==> src/rtl/seq_det_ctrl_if.sv <==
// Bundle of control, configuration, serial-stream and status signals for seq_det_ctrl.
interface seq_det_ctrl_if #(
  parameter int unsigned MAX_LEN = 8,
  parameter int unsigned CNT_W   = 8,
  parameter int unsigned LEN_W   = $clog2(MAX_LEN + 1)
);
  logic               start;
  logic               abort;
  logic [MAX_LEN-1:0] cfg_pattern;
  logic [LEN_W-1:0]   cfg_len;
  logic               cfg_overlap;
  logic [CNT_W-1:0]   cfg_target;
  logic               in_valid;
  logic               in;
  logic               busy;
  logic               done;
  logic               hit;
  logic [CNT_W-1:0]   hit_count;
  logic               cfg_err;

  modport master (
    output start, abort, cfg_pattern, cfg_len, cfg_overlap, cfg_target, in_valid, in,
    input  busy, done, hit, hit_count, cfg_err
  );

  modport slave (
    input  start, abort, cfg_pattern, cfg_len, cfg_overlap, cfg_target, in_valid, in,
    output busy, done, hit, hit_count, cfg_err
  );
endinterface

==> src/rtl/seq_det_ctrl.sv <==
// Programmable serial sequence detector: counts pattern hits in a qualified bit
// stream and ends the session with a one-cycle done when the target is reached.
module seq_det_ctrl #(
  parameter int unsigned MAX_LEN = 8,
  parameter int unsigned CNT_W   = 8
) (
  input logic           clk,
  input logic           rst,
  seq_det_ctrl_if.slave bus
);
  localparam int unsigned LEN_W = $clog2(MAX_LEN + 1);

  typedef enum logic [1:0] {IDLE, RUN, DONE} state_t;

  state_t             state;
  logic [MAX_LEN-1:0] hist;
  logic [LEN_W-1:0]   fill;
  logic [MAX_LEN-1:0] pat_q;
  logic [LEN_W-1:0]   len_q;
  logic               overlap_q;
  logic [CNT_W-1:0]   target_q;

  logic [MAX_LEN-1:0] hist_n;
  logic [LEN_W-1:0]   fill_n;
  logic [MAX_LEN-1:0] mask;
  logic [CNT_W-1:0]   cnt_n;
  logic               match;
  logic               cfg_legal;

  // Next shift-register contents and match detection for the current bit
  always_comb begin
    hist_n    = {hist[MAX_LEN-2:0], bus.in};
    fill_n    = (fill == LEN_W'(MAX_LEN)) ? fill : fill + LEN_W'(1);
    mask      = MAX_LEN'((32'd1 << len_q) - 32'd1);
    match     = (fill_n >= len_q) && ((hist_n & mask) == (pat_q & mask));
    cnt_n     = bus.hit_count + CNT_W'(1);
    cfg_legal = (bus.cfg_len != '0) && (bus.cfg_len <= LEN_W'(MAX_LEN)) &&
                (bus.cfg_target != '0);
  end

  always_ff @(posedge clk) begin
    if (rst) begin
      state         <= IDLE;
      hist          <= '0;
      fill          <= '0;
      pat_q         <= '0;
      len_q         <= '0;
      overlap_q     <= 1'b0;
      target_q      <= '0;
      bus.busy      <= 1'b0;
      bus.done      <= 1'b0;
      bus.hit       <= 1'b0;
      bus.hit_count <= '0;
      bus.cfg_err   <= 1'b0;
    end else begin
      bus.done    <= 1'b0;
      bus.hit     <= 1'b0;
      bus.cfg_err <= 1'b0;
      case (state)
        IDLE: begin
          if (bus.start) begin
            if (cfg_legal) begin
              pat_q         <= bus.cfg_pattern;
              len_q         <= bus.cfg_len;
              overlap_q     <= bus.cfg_overlap;
              target_q      <= bus.cfg_target;
              hist          <= '0;
              fill          <= '0;
              bus.hit_count <= '0;
              bus.busy      <= 1'b1;
              state         <= RUN;
            end else begin
              bus.cfg_err <= 1'b1;
            end
          end
        end
        RUN: begin
          if (bus.abort) begin
            bus.busy <= 1'b0;
            state    <= IDLE;
          end else if (bus.in_valid) begin
            hist <= hist_n;
            if (match) begin
              bus.hit       <= 1'b1;
              bus.hit_count <= cnt_n;
              // Non-overlap: consumed bits must not contribute to the next match
              fill          <= overlap_q ? fill_n : '0;
              if (cnt_n == target_q) begin
                bus.busy <= 1'b0;
                bus.done <= 1'b1;
                state    <= DONE;
              end
            end else begin
              fill <= fill_n;
            end
          end
        end
        DONE: state <= IDLE;
        default: begin
          bus.busy <= 1'b0;
          state    <= IDLE;
        end
      endcase
    end
  end
endmodule

==> src/flat_wrapper.sv <==
// flat-port wrapper written by rule: the top's interface ports become plain ports
module seq_det_ctrl_flat 
#(
  parameter int unsigned MAX_LEN = 8,
  parameter int unsigned CNT_W   = 8
)
  (clk, rst, bus_start, bus_abort, bus_cfg_pattern, bus_cfg_len, bus_cfg_overlap, bus_cfg_target, bus_in_valid, bus_in, bus_busy, bus_done, bus_hit, bus_hit_count, bus_cfg_err);
  seq_det_ctrl_if #(.MAX_LEN(MAX_LEN), .CNT_W(CNT_W)) bus_i ();
  input logic clk;
  input logic rst;
  input wire logic [$bits(bus_i.start)-1:0] bus_start;
  input wire logic [$bits(bus_i.abort)-1:0] bus_abort;
  input wire logic [$bits(bus_i.cfg_pattern)-1:0] bus_cfg_pattern;
  input wire logic [$bits(bus_i.cfg_len)-1:0] bus_cfg_len;
  input wire logic [$bits(bus_i.cfg_overlap)-1:0] bus_cfg_overlap;
  input wire logic [$bits(bus_i.cfg_target)-1:0] bus_cfg_target;
  input wire logic [$bits(bus_i.in_valid)-1:0] bus_in_valid;
  input wire logic [$bits(bus_i.in)-1:0] bus_in;
  output wire logic [$bits(bus_i.busy)-1:0] bus_busy;
  output wire logic [$bits(bus_i.done)-1:0] bus_done;
  output wire logic [$bits(bus_i.hit)-1:0] bus_hit;
  output wire logic [$bits(bus_i.hit_count)-1:0] bus_hit_count;
  output wire logic [$bits(bus_i.cfg_err)-1:0] bus_cfg_err;
  assign bus_i.start = bus_start;
  assign bus_i.abort = bus_abort;
  assign bus_i.cfg_pattern = bus_cfg_pattern;
  assign bus_i.cfg_len = bus_cfg_len;
  assign bus_i.cfg_overlap = bus_cfg_overlap;
  assign bus_i.cfg_target = bus_cfg_target;
  assign bus_i.in_valid = bus_in_valid;
  assign bus_i.in = bus_in;
  assign bus_busy = bus_i.busy;
  assign bus_done = bus_i.done;
  assign bus_hit = bus_i.hit;
  assign bus_hit_count = bus_i.hit_count;
  assign bus_cfg_err = bus_i.cfg_err;
  seq_det_ctrl #(.MAX_LEN(MAX_LEN), .CNT_W(CNT_W)) u_core (.clk(clk), .rst(rst), .bus(bus_i));
endmodule
==> config.mk <==
export PLATFORM = sky130hd
export DESIGN_NAME = seq_det_ctrl_flat
export DESIGN_NICKNAME = d
export VERILOG_FILES = /design/src/rtl/seq_det_ctrl_if.sv /design/src/rtl/seq_det_ctrl.sv /design/src/flat_wrapper.sv
export SDC_FILE = /design/constraint.sdc
export NUM_CORES = 1
export LEC_CHECK = 0
export BUFFER_PORTS_ARGS = -buffer_cell sky130_fd_sc_hd__buf_2
export CAP_MARGIN = 15
export CELL_PAD_IN_SITES_DETAIL_PLACEMENT = 0
export CELL_PAD_IN_SITES_GLOBAL_PLACEMENT = 2
export CORE_AREA = 2 2 91 93
export DETAILED_ROUTE_END_ITERATION = 8
export DIE_AREA = 0 0 93 95
export GPL_TIMING_DRIVEN = 0
export PLACE_DENSITY = 0.77
export SYNTH_ARGS = -nofsm -noshare
export SYNTH_HDL_FRONTEND = slang
export SYNTH_SLANG_ARGS = --single-unit
==> constraint.sdc <==
create_clock -name clk -period 3.54 [get_ports clk]
set_clock_uncertainty 0.05 [all_clocks]
set_input_delay 0.531 -clock clk [delete_from_list [all_inputs] [get_ports clk]]
set_output_delay 0.531 -clock clk [all_outputs]
set_load 0.05 [all_outputs]
Yosys cells after proc, flatten, opt, wreduce, memory -nomap -nowiden:

Cells that the tools add are included.

* bits in registers: 46
* input bits: 27
* output and inout port bits: 12
* logic and storage cells: 88

* add/sub/neg operators: 3
* $lt $le $gt $ge: 2
* equal/unequal tests: 13
* shift operators: 1
* mux-type cells: 34
* bitwise gates (word level): 8
* reductions and logical operators: 15

Operator list (count)
* 2-to-1 mux 8 bit: 5
* 2-to-1 mux 4 bit: 7
* bitwise AND 8 bit: 2
* equality test 8 bit: 2
* one-hot mux 8 bit (2 select lines): 1
* 2-to-1 mux 7 bit: 2
* one-hot mux 7 bit (2 select lines): 1
* 2-to-1 mux 2 bit: 6
* AND reduction 6 bit: 2
* AND reduction 5 bit: 2
* 2-to-1 mux 1 bit: 9
* adder 8 x 1 -> 8 bit, second input constant: 1
* one-hot mux 4 bit (2 select lines): 1
* nonzero test 8 bit: 1
* left shift 1 x 4 -> 8 bit, first input constant: 1
* subtractor 8 x 1 -> 8 bit, second input constant: 1
* != test 2 bit, second input constant: 3
* != test 3 x 2 -> 1 bit, second input constant: 2
* inverter 1 bit: 6
* OR reduction 5 bit: 1
* adder 4 x 1 -> 4 bit, second input constant: 1
* equality test 4 bit, second input constant: 1
* >= comparator 4 bit: 1
* <= comparator 4 bit, second input constant: 1
* 13 further kinds: 16

Longest topological paths before layout:

Gate-level depths: netlist (run 1).

* depth in word-level cells: 9
* depth in mapped cells: 14
* mapped depth without buffers: 13

Least setup slack after synthesis (run 1):

Ideal clock, no wire load.

* path type: reg2reg
* start: register u_core.fill[0]
* end: register u_core.bus.hit_count[6]
* setup time: 0.120 ns
* data arrival time: 2.566 ns
* data required time: 3.370 ns
* slack: 0.804 ns
* cell stages (with the launch flop): 15
* path buffers: 1
* clock period less this slack: 2.736 ns
* cells stage by stage: dfxtp_1 -> inv_1 -> ha_1 -> nand2_1 -> or2_2 -> xnor2_1 -> inv_1 -> ha_1 -> nand2b_1 -> a2111o_1 -> o2111ai_1 -> nor4_4 -> buf_6 -> and4_1 -> a211o_1

* cells in the longest elaborated chain, start to end: 6
* elaborated cells between the ends (all ways): 7
* those cells by class: add/sub: 1; order compare: 1; eq/ne: 2; mux: 1; reduce/logical: 2

RTL lines
* from (decl): line seq_det_ctrl.sv:17 `logic [LEN_W-1:0] fill;`
* from (signal assigned): line seq_det_ctrl.sv:87 `fill <= overlap_q ? fill_n : '0;`
* from (signal assigned): line seq_det_ctrl.sv:94 `fill <= fill_n;`
* adder 4 x 1 -> 4 bit / equality test 4 bit (equally long branches): line seq_det_ctrl.sv:33 `fill_n = (fill == LEN_W'(MAX_LEN)) ? fill : fill + LEN_W'(1);`
* 2-to-1 mux 4 bit (*): line seq_det_ctrl.sv:33
* >= comparator 4 bit (*): line seq_det_ctrl.sv:35 `match = (fill_n >= len_q) && ((hist_n & mask) == (pat_q & mask));`
* logical AND 1 bit (*): line seq_det_ctrl.sv:35
* != test 2 x 1 -> 1 bit (no source line) (*)
* AND reduction 6 bit (no source line) (*)
* to (signal assigned): line seq_det_ctrl.sv:85 `bus.hit_count <= cnt_n;`
* to (decl): line seq_det_ctrl_if.sv:28 `output busy, done, hit, hit_count, cfg_err`

Mark *: on every way between the ends. The rest lies on a longest branch, timed or not.
A chain may end at the register's enable or synchronous reset.

Worst setup path after layout (run 1):

* start: register u_core.len_q[0]
* end: register u_core.bus.hit_count[4]

* cells in the longest elaborated chain, start to end: 7
* elaborated cells between the ends (all ways): 9
* those cells by class: add/sub: 1; order compare: 1; eq/ne: 2; shift: 1; bitwise: 2; reduce/logical: 2

RTL lines
* from (decl): line seq_det_ctrl.sv:19 `logic [LEN_W-1:0] len_q;`
* from (signal assigned): line seq_det_ctrl.sv:64 `len_q <= bus.cfg_len;`
* left shift 1 x 4 -> 8 bit: line seq_det_ctrl.sv:34 `mask = MAX_LEN'((32'd1 << len_q) - 32'd1);`
* subtractor 8 x 1 -> 8 bit: line seq_det_ctrl.sv:34
* bitwise AND 8 bit: line seq_det_ctrl.sv:35
* equality test 8 bit: line seq_det_ctrl.sv:35
* logical AND 1 bit (*): line seq_det_ctrl.sv:35
* != test 2 x 1 -> 1 bit (no source line) (*)
* AND reduction 6 bit (no source line) (*)

Marks and branches as above.

==> results of run 1 <==
-- final timing paths --
path / startpoint / endpoint / slack (ps) / cells past startpoint
max: u_core.len_q[0]$_SDFFE_PP0P_ / u_core.bus.hit_count[4]$_SDFFE_PP0P_ / 580 / 11
min: bus_cfg_pattern[0] / u_core.pat_q[0]$_SDFFE_PP0P_ / 410 / 3
max reg2reg: u_core.len_q[0]$_SDFFE_PP0P_ / u_core.bus.hit_count[4]$_SDFFE_PP0P_ / 580 / 11
min reg2reg: u_core.target_q[0]$_SDFFE_PP0P_ / u_core.target_q[0]$_SDFFE_PP0P_ / 420 / 2
-- sequential cells by signal, summed over array words and instances (netlist names) --
register and count:
u_core.bus.hit 1, u_core.bus.busy 1, u_core.state 2, u_core.bus.done 1
u_core.bus.cfg_err 1, u_core.overlap_q 1, u_core.bus.hit_count 8, u_core.fill 4
u_core.len_q 4, u_core.hist 7, u_core.target_q 8, u_core.pat_q 8
-- synthesized netlist by cell type (3+ instances only) --
library cell / instances
sky130_fd_sc_hd__and4b_1: 3
sky130_fd_sc_hd__inv_1: 9
sky130_fd_sc_hd__and3_1: 4
sky130_fd_sc_hd__a21oi_1: 30
sky130_fd_sc_hd__a211o_1: 4
sky130_fd_sc_hd__ha_1: 8
sky130_fd_sc_hd__nand2b_1: 6
sky130_fd_sc_hd__nor2b_1: 5
sky130_fd_sc_hd__o21a_1: 3
sky130_fd_sc_hd__xor2_1: 6
sky130_fd_sc_hd__dfxtp_1: 46
sky130_fd_sc_hd__and2_1: 4
sky130_fd_sc_hd__nand3_1: 6
sky130_fd_sc_hd__o211ai_1: 4
sky130_fd_sc_hd__a22oi_1: 6
sky130_fd_sc_hd__nor2_1: 20
sky130_fd_sc_hd__a32o_1: 4
sky130_fd_sc_hd__clkbuf_1: 12
sky130_fd_sc_hd__o21ai_0: 3
sky130_fd_sc_hd__nor4_1: 3
sky130_fd_sc_hd__nor3_1: 3
sky130_fd_sc_hd__nand2_1: 55
sky130_fd_sc_hd__xnor2_1: 12
-- through the flow --
step,util,hold WS (ps),power (W),cell area (um^2)
after floorplan,-,381,0.000676,2450
after global placement,0.350,407,0.000731,2770
after detailed placement,0.350,411,0.000732,2770
after CTS,0.363,402,0.00113,2880
after global routing,0.364,405,0.00118,2890
final,0.364,409,0.00112,2890
-- power breakdown --
group          total [W]  leakage (nW)  switching, W  internal [W]
combinational   0.000172         0.719      0.000106     0.0000667
clock           0.000397        0.0514      0.000186      0.000211
sequential      0.000546         0.373     0.0000128      0.000533
-- cells in the final DEF, fill, tap and decap left out, types with 3 or more instances in the layout --
master                     instances
sky130_fd_sc_hd__a211o_1           4
sky130_fd_sc_hd__inv_1             9
sky130_fd_sc_hd__and2_1            4
sky130_fd_sc_hd__a21oi_1          30
sky130_fd_sc_hd__nor2_1           20
sky130_fd_sc_hd__clkbuf_1         13
sky130_fd_sc_hd__buf_2            40
sky130_fd_sc_hd__and3_1            4
sky130_fd_sc_hd__xnor2_1          12
sky130_fd_sc_hd__o21a_1            3
sky130_fd_sc_hd__nand2b_1          6
sky130_fd_sc_hd__and4b_1           3
sky130_fd_sc_hd__nor2b_1           5
sky130_fd_sc_hd__clkbuf_8          5
sky130_fd_sc_hd__nand2_1          55
sky130_fd_sc_hd__a22oi_1           6
sky130_fd_sc_hd__a32o_1            4
sky130_fd_sc_hd__nor3_1            3
sky130_fd_sc_hd__ha_1              8
sky130_fd_sc_hd__nand3_1           6
sky130_fd_sc_hd__xor2_1            6
sky130_fd_sc_hd__nor4_1            3
sky130_fd_sc_hd__o211ai_1          4
sky130_fd_sc_hd__dfxtp_1          46
sky130_fd_sc_hd__o21ai_0           3
-- final cells by class --
type	count	area, um^2	share of cell area
Multi-Input combinational cell	225	1420	0.491
Clock inverter	2	37.5	0.0130
Buffer	17	82.6	0.0286
Tap cell	105	131	0.0455
Inverter	9	33.8	0.0117
Sequential cell	46	921	0.319
Timing Repair Buffer	38	190	0.0659
Clock buffer	6	72.6	0.0251
-- worst max-delay path, delay by kind of cell, from the launching register on --
family,cells,cell delay (ps)
and+or+nand+nor,4,1080
buffers and inverters,3,560
AOI/OAI and AO/OA,2,340
DFF,1,320
muxes,1,290
adders and majority gates,1,200
-- layer usage --
| metal | global-route usage | vias up |
|---|---|---|
| met2 | 0.231 | 35 |
| li1 | - | 1147 |
| met4 | 0.0368 | 0 |
| met3 | 0.0311 | 7 |
| met1 | 0.211 | 974 |
| met5 | 0 | - |
-- cells by family (layout without fill, tap and decap cells) --
| group | after synthesis | in the layout | synth area share |
|---|---|---|---|
| muxes | 3 | 3 | 0.0148 |
| xor gates and xnor gates | 18 | 18 | 0.0642 |
| DFF | 46 | 46 | 0.375 |
| AOI/OAI and AO/OA | 72 | 72 | 0.200 |
| adders and majority gates | 8 | 8 | 0.0408 |
| buffers and inverters | 26 | 72 | 0.0474 |
| and+or+nand+nor | 124 | 124 | 0.258 |
==> tab_implementation.tex, run 1 <==
\begin{tabular}{lr}
\hline
Metric & Value \\
\hline
\multicolumn{2}{l}{\textbf{CTS}} \\
\quad CTS Buffer Depth & 2 \\
\quad Total number of clock tree sinks & between 40 and 50 \\
\quad CTS buffer count & 5 \\
\quad Number of hold-repair buffers added at the cts stage & 0 \\
\quad TritonCTS clock tree & done \\
\quad CTS HTree Levels & 2 \\
\quad Resized Gates After CTS & 0 \\
\quad Post-CTS clock slew at the launch and capture registers of the worst setup and hold paths & around 90 ps \\
\quad Clock latency on the worst-skew pair & around 300 ps \\
\quad Post-CTS setup buffers & 0 \\
\quad Clock root buffer & sky130\_fd\_sc\_hd\_\_clkbuf\_8 \\
\multicolumn{2}{l}{\textbf{Floorplan}} \\
\quad Row Count & 33 \\
\quad Horiz. Die Dim & approximately 93 um \\
\quad Die Ht & about 95 um \\
\quad Boundary Pins & 39 \\
\quad Initial standard-cell utilization of the core & 0.310 \\
\quad Total core area & 0.00793 mm\^{}2 \\
\quad Overall die area & 0.00884 mm\^{}2 \\
\multicolumn{2}{l}{\textbf{Synthesis}} \\
\quad Portion of synthesized cell area occupied by the leading cell type & 0.375 \\
\quad Count of different cell masters after synthesis & 54 \\
\quad Summed instance area of the synthesized netlist & between 0.002 and 0.0025 mm\^{}2 \\
\quad Largest area contributor in the netlist & sky130\_fd\_sc\_hd\_\_dfxtp\_1 \\
\quad Sequential area share after synthesis & 0.375 \\
\quad Syn\_area\_per\_cell & 8.27 um\^{}2 \\
\quad Synthesis-stage register bit count & between 40 and 50 \\
\quad Count of mapped cells out of synthesis & 297 \\
\quad Predominant post-synthesis flop cell & sky130\_fd\_sc\_hd\_\_dfxtp\_1 \\
\quad Syn Nets & about 330 \\
\quad Top cells by area in the synthesized netlist & sky130\_fd\_sc\_hd\_\_dfxtp\_1, sky130\_fd\_sc\_hd\_\_nand2\_1, sky130\_fd\_sc\_hd\_\_a21oi\_1, sky130\_fd\_sc\_hd\_\_xnor2\_1, sky130\_fd\_sc\_hd\_\_ha\_1 \\
\quad Warnings from Yosys & 0 \\
\quad EDFF count, synth & 0 \\
\quad Ys async rst share & 0 \\
\multicolumn{2}{l}{\textbf{Route}} \\
\quad Via count & roughly 2,200 \\
\quad WL final & about 6.2 mm \\
\quad Wire length the detailed router placed on met1 & 3.30 mm \\
\quad Met2 WL & 2.57 mm \\
\quad Average detailed-routed wire length per instance & roughly 14 um \\
\quad Highest routed layer & met4 \\
\quad First-iteration detailed-routing DRC count & 73 \\
\quad Routed wire length on met3 & 222 um \\
\quad Vias per inst & between 4 and 5 \\
\quad Post-route ant nets & 0 \\
\quad Residual DRC & 0 \\
\quad Count of TritonRoute iterations in the first routing pass & 6 \\
\multicolumn{2}{l}{\textbf{Finish}} \\
\quad Count of nets after finishing & between 300 and 400 \\
\quad Growth of design area from synthesis to finish & 17.6\% \\
\quad Diode insertion count for antenna repair & 0 \\
\quad Number of standard cells in the layout, taps in and fillers out & between 400 and 500 \\
\quad Share of post-route cells with drive strength above 1 & 0.166 \\
\quad Number of fill cells & around 860 \\
\multicolumn{2}{l}{\textbf{Worst setup path}} \\
\quad Nature of the critical path endpoint & flop \\
\quad Delay contributed by the slowest stage of the critical path & 520 ps \\
\quad Critical path startpoint category & flop \\
\quad Class of the most critical setup path & reg -> reg \\
\quad Critical path, cell by cell & clkbuf\_1 > or4\_4 > ha\_1 > clkbuf\_1 > nor2b\_1 > o211ai\_1 > o2111ai\_1 > nor4\_4 > buf\_6 > nand2\_1 > mux2\_4 \\
\quad Data required time of the critical path & 3690 ps \\
\quad Crit path max-delay cell type & sky130\_fd\_sc\_hd\_\_or4\_4 \\
\quad Arrival time at the worst endpoint & 3100 ps \\
\quad Critical Path Most Common Cell & sky130\_fd\_sc\_hd\_\_clkbuf\_1 \\
\quad Peak fanout along the critical path & 10 \\
\multicolumn{2}{l}{\textbf{Timing}} \\
\quad Fin crit share & 0.835 \\
\quad Final worst slack & 585 ps \\
\quad \# setup viols final & 0 \\
\quad RSZ-0062 raised after global routing & no \\
\quad Final count of hold timing violations & 0 \\
\quad Least-Margin Pin Slew & approximately 620 ps \\
\quad Total negative setup slack & 0 ps \\
\quad Worst-case headroom to the max-slew limit & 0.584 \\
\quad Number of slew-limit violations in the final report & 0 \\
\quad Final critical delay including setup and external delays & between 2000 and 3000 ps \\
\quad Maximum operating frequency & roughly 0.34 GHz \\
\multicolumn{2}{l}{\textbf{Placed design}} \\
\quad Post-DP HPWL & 4.75 mm \\
\quad Number of placed cells counting well taps & 439 \\
\quad Number of buffers inserted by port buffering & 37 \\
\quad Post-Place Worst Slack & 481 ps \\
\quad Routability cong. & around 0.74 \\
\multicolumn{2}{l}{\textbf{Global route}} \\
\quad Total routing usage reported by global routing & 0.149 \\
\quad Via count of the first global-routing pass & between 2,000 and 2,500 \\
\quad Initial antenna violation count & 0 \\
\quad Largest net degree at the start of global routing & 15 \\
\quad Global route total overflow & 0 \\
\quad Global-route wire length before repair & 10.3 mm \\
\multicolumn{2}{l}{\textbf{Power}} \\
\quad Pwr dens & 386 mW/mm\^{}2 \\
\quad Peak ir drop on the vdd network & between 0.15 and 0.2 mV \\
\quad Static Leakage & between 1 and 1.5 nW \\
\multicolumn{2}{l}{\textbf{Run}} \\
\quad Reported max-cap violation count & 0 \\
\multicolumn{2}{l}{\textbf{Run status}} \\
\quad Outcome & completed \\
\multicolumn{2}{l}{\textbf{Worst hold path}} \\
\quad Type of the tightest min-delay check & in -> reg \\
\hline
\end{tabular}
Power figures use the tool's default switching activity.
==> run 2: changes to the inputs <==
- clock period: 3.54 -> 3 ns (I/O delays scaled with it)
==> run 2 against run 1 <==
Setup slack got worse by 510 ps. First-iteration DRC count rose by 1.4%. Final cell count rose by 0.89%. Register-to-register slack got worse by 510 ps. Largest power group unchanged. Utilization rose by 1.3 points. Fmax rose by 1.2%. Flip-flop and latch count did not move. Critical endpoint is now u_core.bus.hit_count[6]$_SDFFE_PP0P_. Critical path type unchanged. Routed wire length rose by 2.4%.
==> tab_implementation.tex, run 2 (synthesized netlist as in run 1, its figures left out) <==
\begin{tabular}{lr}
\hline
Metric & Value \\
\hline
\multicolumn{2}{l}{\textbf{Worst hold path}} \\
\quad Type of the tightest min-delay check & in -> reg \\
\multicolumn{2}{l}{\textbf{Worst setup path}} \\
\quad Arrival time at the worst endpoint & 3070 ps (-30 ps) \\
\quad Class of the most critical setup path & reg -> reg \\
\quad Crit path capture & u\_core.bus.hit\_count[6]\$\_SDFFE\_PP0P\_ \\
\quad Critical path, cell by cell & inv\_4 > ha\_4 > nand2\_2 > or2\_4 > xnor2\_4 > inv\_1 > ha\_1 > nand2b\_1 > a2111o\_1 > o2111ai\_2 > nor4\_4 > buf\_6 > buf\_6 > and4\_1 > a211o\_1 \\
\quad Critical path startpoint category & flop \\
\quad Worst path bufs/invs & 4 (+1) \\
\quad Cell count along the critical path & 15 (+4) \\
\quad Data required time of the critical path & 3150 ps (-540 ps) \\
\quad Crit path max-delay cell type & sky130\_fd\_sc\_hd\_\_a2111o\_1 \\
\quad Top cell family by delay on the critical path & simple AND/OR/NAND/NOR gates \\
\quad Worst r2r dst & u\_core.bus.hit\_count[6]\$\_SDFFE\_PP0P\_ \\
\quad Delay contributed by the slowest stage of the critical path & 370 ps (-150 ps) \\
\quad Nature of the critical path endpoint & flop \\
\quad Crit. Startpoint & u\_core.fill[0]\$\_SDFFE\_PP0P\_ \\
\quad Critical Path Most Common Cell & sky130\_fd\_sc\_hd\_\_buf\_6 \\
\quad Cell depth of the worst flop-to-flop path & 15 (+4) \\
\quad Peak fanout along the critical path & 6 (-4) \\
\quad R2R Setup Slk & 80 ps (-510 ps) \\
\quad Worst reg2reg startpoint & u\_core.fill[0]\$\_SDFFE\_PP0P\_ \\
\multicolumn{2}{l}{\textbf{CTS}} \\
\quad Clock root buffer & sky130\_fd\_sc\_hd\_\_clkbuf\_8 \\
\quad Post-CTS clock slew at the launch and capture registers of the worst setup and hold paths & 90 ps (about the same) \\
\quad Total number of clock tree sinks & 46 (unchanged) \\
\quad CTS buffer count & 5 (unchanged) \\
\quad CTS HTree Levels & 2 (unchanged) \\
\quad TritonCTS clock tree & done \\
\quad Number of hold-repair buffers added at the cts stage & 0 (unchanged) \\
\quad CTS Buffer Depth & 2 (unchanged) \\
\quad Clock latency on the worst-skew pair & 300 ps (about the same) \\
\multicolumn{2}{l}{\textbf{Finish}} \\
\quad Growth of design area from synthesis to finish & 21.8\% \\
\quad Total non-filler cell area in the finished layout & 0.00299 mm\^{}2 (+3.6\%) \\
\quad Final Util & 0.377 (+0.0131) \\
\quad Share of post-route cells with drive strength above 1 & 0.210 (+0.0442) \\
\quad Number of standard cells in the layout, taps in and fillers out & 452 (+0.89\%) \\
\quad Commonest non-fill, non-tap cells in the layout & sky130\_fd\_sc\_hd\_\_nand2\_1, sky130\_fd\_sc\_hd\_\_dfxtp\_1, sky130\_fd\_sc\_hd\_\_buf\_2, sky130\_fd\_sc\_hd\_\_a21oi\_1, sky130\_fd\_sc\_hd\_\_nor2\_1 \\
\quad Registers with the most flip-flops & u\_core.bus.hit\_count (8), u\_core.pat\_q (8), u\_core.target\_q (8) \\
\quad Diode insertion count for antenna repair & 0 (unchanged) \\
\quad Most common library cell in the layout ignoring fill and taps & sky130\_fd\_sc\_hd\_\_nand2\_1 \\
\quad Count of nets after finishing & 381 (+1.1\%) \\
\multicolumn{2}{l}{\textbf{Route}} \\
\quad Vias per inst & 4.86 (+0.67\%) \\
\quad Average detailed-routed wire length per instance & 13.9 um (+1.5\%) \\
\quad Count of TritonRoute iterations in the first routing pass & 6 (unchanged) \\
\quad Post-route ant nets & 0 (unchanged) \\
\quad Via count & 2,197 (+1.6\%) \\
\quad Residual DRC & 0 (unchanged) \\
\quad First-iteration detailed-routing DRC count & 74 (+1.4\%) \\
\quad WL final & 6.31 mm (+2.4\%) \\
\multicolumn{2}{l}{\textbf{Power}} \\
\quad Static Leakage & 1.19 nW (+3.9\%) \\
\quad Pwr dens & 451 mW/mm\^{}2 (+17\%) \\
\quad Peak ir drop on the vdd network & 0.204 mV (+20\%) \\
\multicolumn{2}{l}{\textbf{Placed design}} \\
\quad Routability cong. & 0.739 (unchanged) \\
\quad Number of placed cells counting well taps & 439 (unchanged) \\
\quad Post-DP HPWL & 4.75 mm (unchanged) \\
\quad Number of buffers inserted by port buffering & 37 (unchanged) \\
\quad Post-placement cell area & 0.00277 mm\^{}2 (unchanged) \\
\multicolumn{2}{l}{\textbf{Timing}} \\
\quad Worst Hold Margin & 326 ps (-82.5 ps) \\
\quad Least-Margin Pin Slew & 627 ps (+5.79 ps) \\
\quad Final critical delay including setup and external delays & 2920 ps (-34.7 ps) \\
\quad Final count of hold timing violations & 0 (unchanged) \\
\quad Total negative setup slack & 0 ps (unchanged) \\
\quad RSZ-0062 raised after global routing & yes \\
\quad \# setup viols final & 0 (unchanged) \\
\quad Number of slew-limit violations in the final report & 0 (unchanged) \\
\quad Maximum operating frequency & 0.342 GHz (+1.2\%) \\
\quad Fin crit share & 0.974 (+0.139) \\
\quad Worst-case headroom to the max-slew limit & 0.580 (-0.00388) \\
\multicolumn{2}{l}{\textbf{Floorplan}} \\
\quad Horiz. Die Dim & 93 um (unchanged) \\
\quad Boundary Pins & 39 (unchanged) \\
\quad Initial standard-cell utilization of the core & 0.310 (unchanged) \\
\quad Total core area & 0.00793 mm\^{}2 (unchanged) \\
\quad Overall die area & 0.00884 mm\^{}2 (unchanged) \\
\quad Die Ht & 95 um (unchanged) \\
\quad Row Count & 33 (unchanged) \\
\multicolumn{2}{l}{\textbf{Run status}} \\
\quad Outcome & completed \\
\multicolumn{2}{l}{\textbf{Global route}} \\
\quad Global-route wire length before repair & 10.3 mm (unchanged) \\
\quad Largest net degree at the start of global routing & 15 (unchanged) \\
\quad Initial antenna violation count & 0 (unchanged) \\
\quad Total routing usage reported by global routing & 0.149 (unchanged) \\
\quad Global route total overflow & 0 (unchanged) \\
\quad Via count of the first global-routing pass & 2,076 (unchanged) \\
\multicolumn{2}{l}{\textbf{Run}} \\
\quad Reported max-cap violation count & 0 (unchanged) \\
\hline
\end{tabular}
-- run 2: changes by cell type in the layout (fill, tap and decap cells not counted), sizes merged --
cell	before	now
buf	42	47
clkbuf	19	18
-- run 2: worst min path at each step --
stage / endpoint / cells past startpoint / start / slack [ps]
5_1_grt: u_core.pat_q[1]$_SDFFE_PP0P_ / 3 / bus_cfg_pattern[1] / 320
3_3_place_gp: u_core.hist[6]$_SDFFE_PP0P_ / 2 / u_core.hist[6]$_SDFFE_PP0P_ / 410
4_1_cts: u_core.pat_q[7]$_SDFFE_PP0P_ / 3 / bus_cfg_pattern[7] / 320
2_1_floorplan: u_core.overlap_q$_SDFFE_PP0P_ / 2 / u_core.overlap_q$_SDFFE_PP0P_ / 380
3_5_place_dp: u_core.target_q[0]$_SDFFE_PP0P_ / 2 / u_core.target_q[0]$_SDFFE_PP0P_ / 410
6_report: u_core.pat_q[0]$_SDFFE_PP0P_ / 3 / bus_cfg_pattern[0] / 330
-- run 2: through the flow --
stage	setup slack (ps)	power, W
after global placement	33.4	0.000862
after global routing	-43.0	0.00142
after detailed placement	21.9	0.000864
after floorplan	264	0.000798
after CTS	24.8	0.00133
final	79.2	0.00135
-- run 2: final cells by class --
cell class	count	area (um^2)
Multi-Input combinational cell	225	1480
Clock buffer	6	72.6
Sequential cell	46	923
Clock inverter	2	37.5
Buffer	15	75.1
Timing Repair Buffer	44	239
Inverter	9	36.3
Fill cell	859	4940
Tap cell	105	131
-- run 2: worst register-to-register path: stages, from the launching register on --
cell and delay [ps]:
sky130_fd_sc_hd__dfxtp_2 340, sky130_fd_sc_hd__inv_4 80, sky130_fd_sc_hd__ha_4 130, sky130_fd_sc_hd__nand2_2 50, sky130_fd_sc_hd__or2_4 280, sky130_fd_sc_hd__xnor2_4 170
sky130_fd_sc_hd__inv_1 60, sky130_fd_sc_hd__ha_1 260, sky130_fd_sc_hd__nand2b_1 130, sky130_fd_sc_hd__a2111o_1 370, sky130_fd_sc_hd__o2111ai_2 90, sky130_fd_sc_hd__nor4_4 100
sky130_fd_sc_hd__buf_6 150, sky130_fd_sc_hd__buf_6 120, sky130_fd_sc_hd__and4_1 170, sky130_fd_sc_hd__a211o_1 260
-- run 2: timing repair --
action                                  CTS  global route
endpoints found under the setup margin    0            15
gates resized for setup                   0            20
buffers inserted                          0             6
-- run 2: routing by layer --
layer  wire length (um)  vias up  global-route usage
met5                  0        -                   0
met4                 66        0              0.0368
met3                217        7              0.0311
met2               2690       33               0.231
met1               3340     1000               0.211
li1                   -     1157                   -
-- run 2: report_power, final --
part	total (W)	internal (W)	leakage, nW	switching (W)
registers	0.000646	0.000629	0.374	0.0000170
clock network	0.000472	0.000249	0.0514	0.000223
logic	0.000232	0.000101	0.763	0.000131
total	0.00135	0.000979	1.19	0.000371
==> run 3: changes to the inputs <==
- RECOVER_POWER: unset -> 50
==> run 3 against run 2 <==
Register-to-register slack about the same. Largest cell class unchanged. Setup slack about the same. Final cell count unchanged. Critical endpoint unchanged.
==> tab_implementation.tex, run 3 (synthesized netlist as in run 1, its figures left out) <==
\begin{tabular}{lr}
\hline
Metric & Value \\
\hline
\multicolumn{2}{l}{\textbf{Run}} \\
\quad Reported max-cap violation count & 0 (unchanged) \\
\multicolumn{2}{l}{\textbf{Finish}} \\
\quad Commonest non-fill, non-tap cells in the layout & sky130\_fd\_sc\_hd\_\_nand2\_1, sky130\_fd\_sc\_hd\_\_dfxtp\_1, sky130\_fd\_sc\_hd\_\_a21oi\_1, sky130\_fd\_sc\_hd\_\_clkbuf\_1, sky130\_fd\_sc\_hd\_\_buf\_2 \\
\quad Number of fill cells & 860 (+0.12\%) \\
\quad Sequential Area & 923 um\^{}2 (unchanged) \\
\quad Most common library cell in the layout ignoring fill and taps & sky130\_fd\_sc\_hd\_\_nand2\_1 \\
\quad Final Util & 0.375 (-0.00221) \\
\quad Growth of design area from synthesis to finish & 21.1\% \\
\quad Share of post-route cells with drive strength above 1 & 0.170 (-0.0403) \\
\quad Area of the multi-input gates & 0.00148 mm\^{}2 (unchanged) \\
\quad Registers with the most flip-flops & u\_core.bus.hit\_count (8), u\_core.pat\_q (8), u\_core.target\_q (8) \\
\quad Number of standard cells in the layout, taps in and fillers out & 452 (unchanged) \\
\quad Diode insertion count for antenna repair & 0 (unchanged) \\
\quad Count of nets after finishing & 381 (unchanged) \\
\multicolumn{2}{l}{\textbf{Timing}} \\
\quad \# setup viols final & 0 (unchanged) \\
\quad Final worst slack & 78.9 ps (-0.290 ps) \\
\quad Number of slew-limit violations in the final report & 0 (unchanged) \\
\quad Maximum operating frequency & 0.342 GHz (about the same) \\
\quad Least-Margin Pin Slew & 631 ps (+4.37 ps) \\
\quad Final critical delay including setup and external delays & 2920 ps (+0.290 ps) \\
\quad RSZ-0062 raised after global routing & yes \\
\quad Final count of hold timing violations & 0 (unchanged) \\
\quad Worst-case headroom to the max-slew limit & 0.578 (-0.00292) \\
\quad Fin crit share & 0.974 (about the same) \\
\multicolumn{2}{l}{\textbf{CTS}} \\
\quad Post-CTS clock slew at the launch and capture registers of the worst setup and hold paths & 90 ps (about the same) \\
\quad CTS buffer count & 5 (unchanged) \\
\quad CTS Buffer Depth & 2 (unchanged) \\
\quad CTS HTree Levels & 2 (unchanged) \\
\quad TritonCTS clock tree & done \\
\quad Clock latency on the worst-skew pair & 300 ps (about the same) \\
\quad Clock root buffer & sky130\_fd\_sc\_hd\_\_clkbuf\_8 \\
\quad Total number of clock tree sinks & 46 (unchanged) \\
\multicolumn{2}{l}{\textbf{Power}} \\
\quad Peak ir drop on the vdd network & 0.203 mV (-0.40\%) \\
\quad Pwr dens & 453 mW/mm\^{}2 (+0.48\%) \\
\quad Switching fraction of total power & 0.275 (about the same) \\
\quad Sequential Power Share & 0.479 (about the same) \\
\quad Internal portion of total power & 0.000978 W (-0.12\%) \\
\quad Clock power share & 0.350 (about the same) \\
\quad Combinational Power Share & 0.171 (about the same) \\
\quad Switching power of the nets & 0.000370 W (-0.11\%) \\
\quad Total power of the final layout & 0.00135 W (-0.11\%) \\
\quad Static Leakage & 1.13 nW (-4.9\%) \\
\multicolumn{2}{l}{\textbf{Placed design}} \\
\quad Post-DP HPWL & 4.75 mm (unchanged) \\
\quad Number of placed cells counting well taps & 439 (unchanged) \\
\quad Number of buffers inserted by port buffering & 37 (unchanged) \\
\quad Routability cong. & 0.739 (unchanged) \\
\quad Post-Place Worst Slack & 21.9 ps (unchanged) \\
\multicolumn{2}{l}{\textbf{Run status}} \\
\quad Outcome & completed \\
\multicolumn{2}{l}{\textbf{Route}} \\
\quad First-iteration detailed-routing DRC count & 77 (+4.1\%) \\
\quad Vias per inst & 4.87 (+0.14\%) \\
\quad Count of TritonRoute iterations in the first routing pass & 4 (-2) \\
\quad Average detailed-routed wire length per instance & 14.0 um (+0.13\%) \\
\quad Post-route ant nets & 0 (unchanged) \\
\quad Via count & 2,200 (+0.14\%) \\
\quad WL final & 6.31 mm (+0.13\%) \\
\quad Residual DRC & 0 (unchanged) \\
\multicolumn{2}{l}{\textbf{Floorplan}} \\
\quad Initial standard-cell utilization of the core & 0.310 (unchanged) \\
\quad Boundary Pins & 39 (unchanged) \\
\quad Overall die area & 0.00884 mm\^{}2 (unchanged) \\
\quad Row Count & 33 (unchanged) \\
\quad Die Ht & 95 um (unchanged) \\
\quad Horiz. Die Dim & 93 um (unchanged) \\
\quad Total core area & 0.00793 mm\^{}2 (unchanged) \\
\multicolumn{2}{l}{\textbf{Global route}} \\
\quad Total routing usage reported by global routing & 0.149 (unchanged) \\
\quad Largest net degree at the start of global routing & 15 (unchanged) \\
\quad Via count of the first global-routing pass & 2,076 (unchanged) \\
\quad Global route total overflow & 0 (unchanged) \\
\quad Global-route wire length before repair & 10.3 mm (unchanged) \\
\quad Initial antenna violation count & 0 (unchanged) \\
\multicolumn{2}{l}{\textbf{Worst setup path}} \\
\quad Worst path bufs/invs & 4 (unchanged) \\
\quad Nature of the critical path endpoint & flop \\
\quad Class of the most critical setup path & reg -> reg \\
\quad Data required time of the critical path & 3150 ps (about the same) \\
\quad R2R Setup Slk & 80 ps (about the same) \\
\quad Peak fanout along the critical path & 6 (unchanged) \\
\quad Arrival time at the worst endpoint & 3070 ps (about the same) \\
\quad Critical path, cell by cell & inv\_4 > ha\_4 > nand2\_2 > or2\_4 > xnor2\_4 > inv\_1 > ha\_1 > nand2b\_1 > a2111o\_1 > o2111ai\_2 > nor4\_4 > buf\_6 > buf\_6 > and4\_1 > a211o\_1 \\
\quad Critical path startpoint category & flop \\
\quad Delay contributed by the slowest stage of the critical path & 370 ps (about the same) \\
\quad Top cell family by delay on the critical path & simple AND/OR/NAND/NOR gates \\
\quad Critical Path Most Common Cell & sky130\_fd\_sc\_hd\_\_buf\_6 \\
\quad Crit path max-delay cell type & sky130\_fd\_sc\_hd\_\_a2111o\_1 \\
\multicolumn{2}{l}{\textbf{Worst hold path}} \\
\quad Type of the tightest min-delay check & in -> reg \\
\hline
\end{tabular}
==> run 3: cell types whose count changed in the layout (fill, tap and decap cells not counted), sizes merged <==
cell    before  now
buf         47   33
clkbuf      18   32
==> run 3: path summary, 6_finish.rpt <==
kind | start | endpoint | cells after the start
worst max-delay path | u_core.fill[0]$_SDFFE_PP0P_ | u_core.bus.hit_count[6]$_SDFFE_PP0P_ | 15
worst min-delay path | bus_cfg_pattern[0] | u_core.pat_q[0]$_SDFFE_PP0P_ | 3
worst max register to register | u_core.fill[0]$_SDFFE_PP0P_ | u_core.bus.hit_count[6]$_SDFFE_PP0P_ | 15
worst min register to register | u_core.target_q[0]$_SDFFE_PP0P_ | u_core.target_q[0]$_SDFFE_PP0P_ | 2
==> run 3: power by group through the flow <==
stage | clock network, W | registers, W | logic [W]
3_3_place_gp | 0 | 0.000659 | 0.000203
2_1_floorplan | 0 | 0.000662 | 0.000135
5_1_grt | 0.000512 | 0.000650 | 0.000257
6_report | 0.000471 | 0.000646 | 0.000231
3_5_place_dp | 0 | 0.000659 | 0.000205
4_1_cts | 0.000480 | 0.000644 | 0.000206
==> run 3: area by class of cell <==
type,count,share of cell area
buffer,15,0.0248
clock buffer,6,0.0244
clock inverter,2,0.0126
inverter,9,0.0122
multi-input combinational,225,0.496
sequential,46,0.311
tap,105,0.0442
timing repair buffer,44,0.0749
==> run 3: worst min-delay path, cell delays in order <==
cell and delay, ps:
sky130_fd_sc_hd__buf_2 90, sky130_fd_sc_hd__nand2_1 40, sky130_fd_sc_hd__a21oi_1 50
==> run 3: timing repair <==
action,CTS,global route
hold buffers,0,0
gates resized for setup,0,20
hold endpoints to repair,0,0
buffers inserted,0,6
setup endpoints to repair,0,15
==> run 3: routing by layer <==
| metal | vias up | global-route usage | routed length [um] |
|---|---|---|---|
| met3 | 7 | 0.0311 | 236 |
| met4 | 0 | 0.0368 | 66 |
| met1 | 1000 | 0.211 | 3330 |
| met5 | - | 0 | 0 |
| li1 | 1157 | - | - |
| met2 | 36 | 0.231 | 2680 |
==> run 3: metrics by stage <==
| stage | cell area, um^2 | hold WS [ps] | TNS, ps |
|---|---|---|---|
| 6_report | 2970 | 327 | 0 |
| 5_1_grt | 2970 | 324 | -86.3 |
| 4_1_cts | 2880 | 321 | 0 |
| 3_5_place_dp | 2770 | 411 | 0 |
| 3_3_place_gp | 2770 | 407 | 0 |
| 2_1_floorplan | 2450 | 381 | 0 |
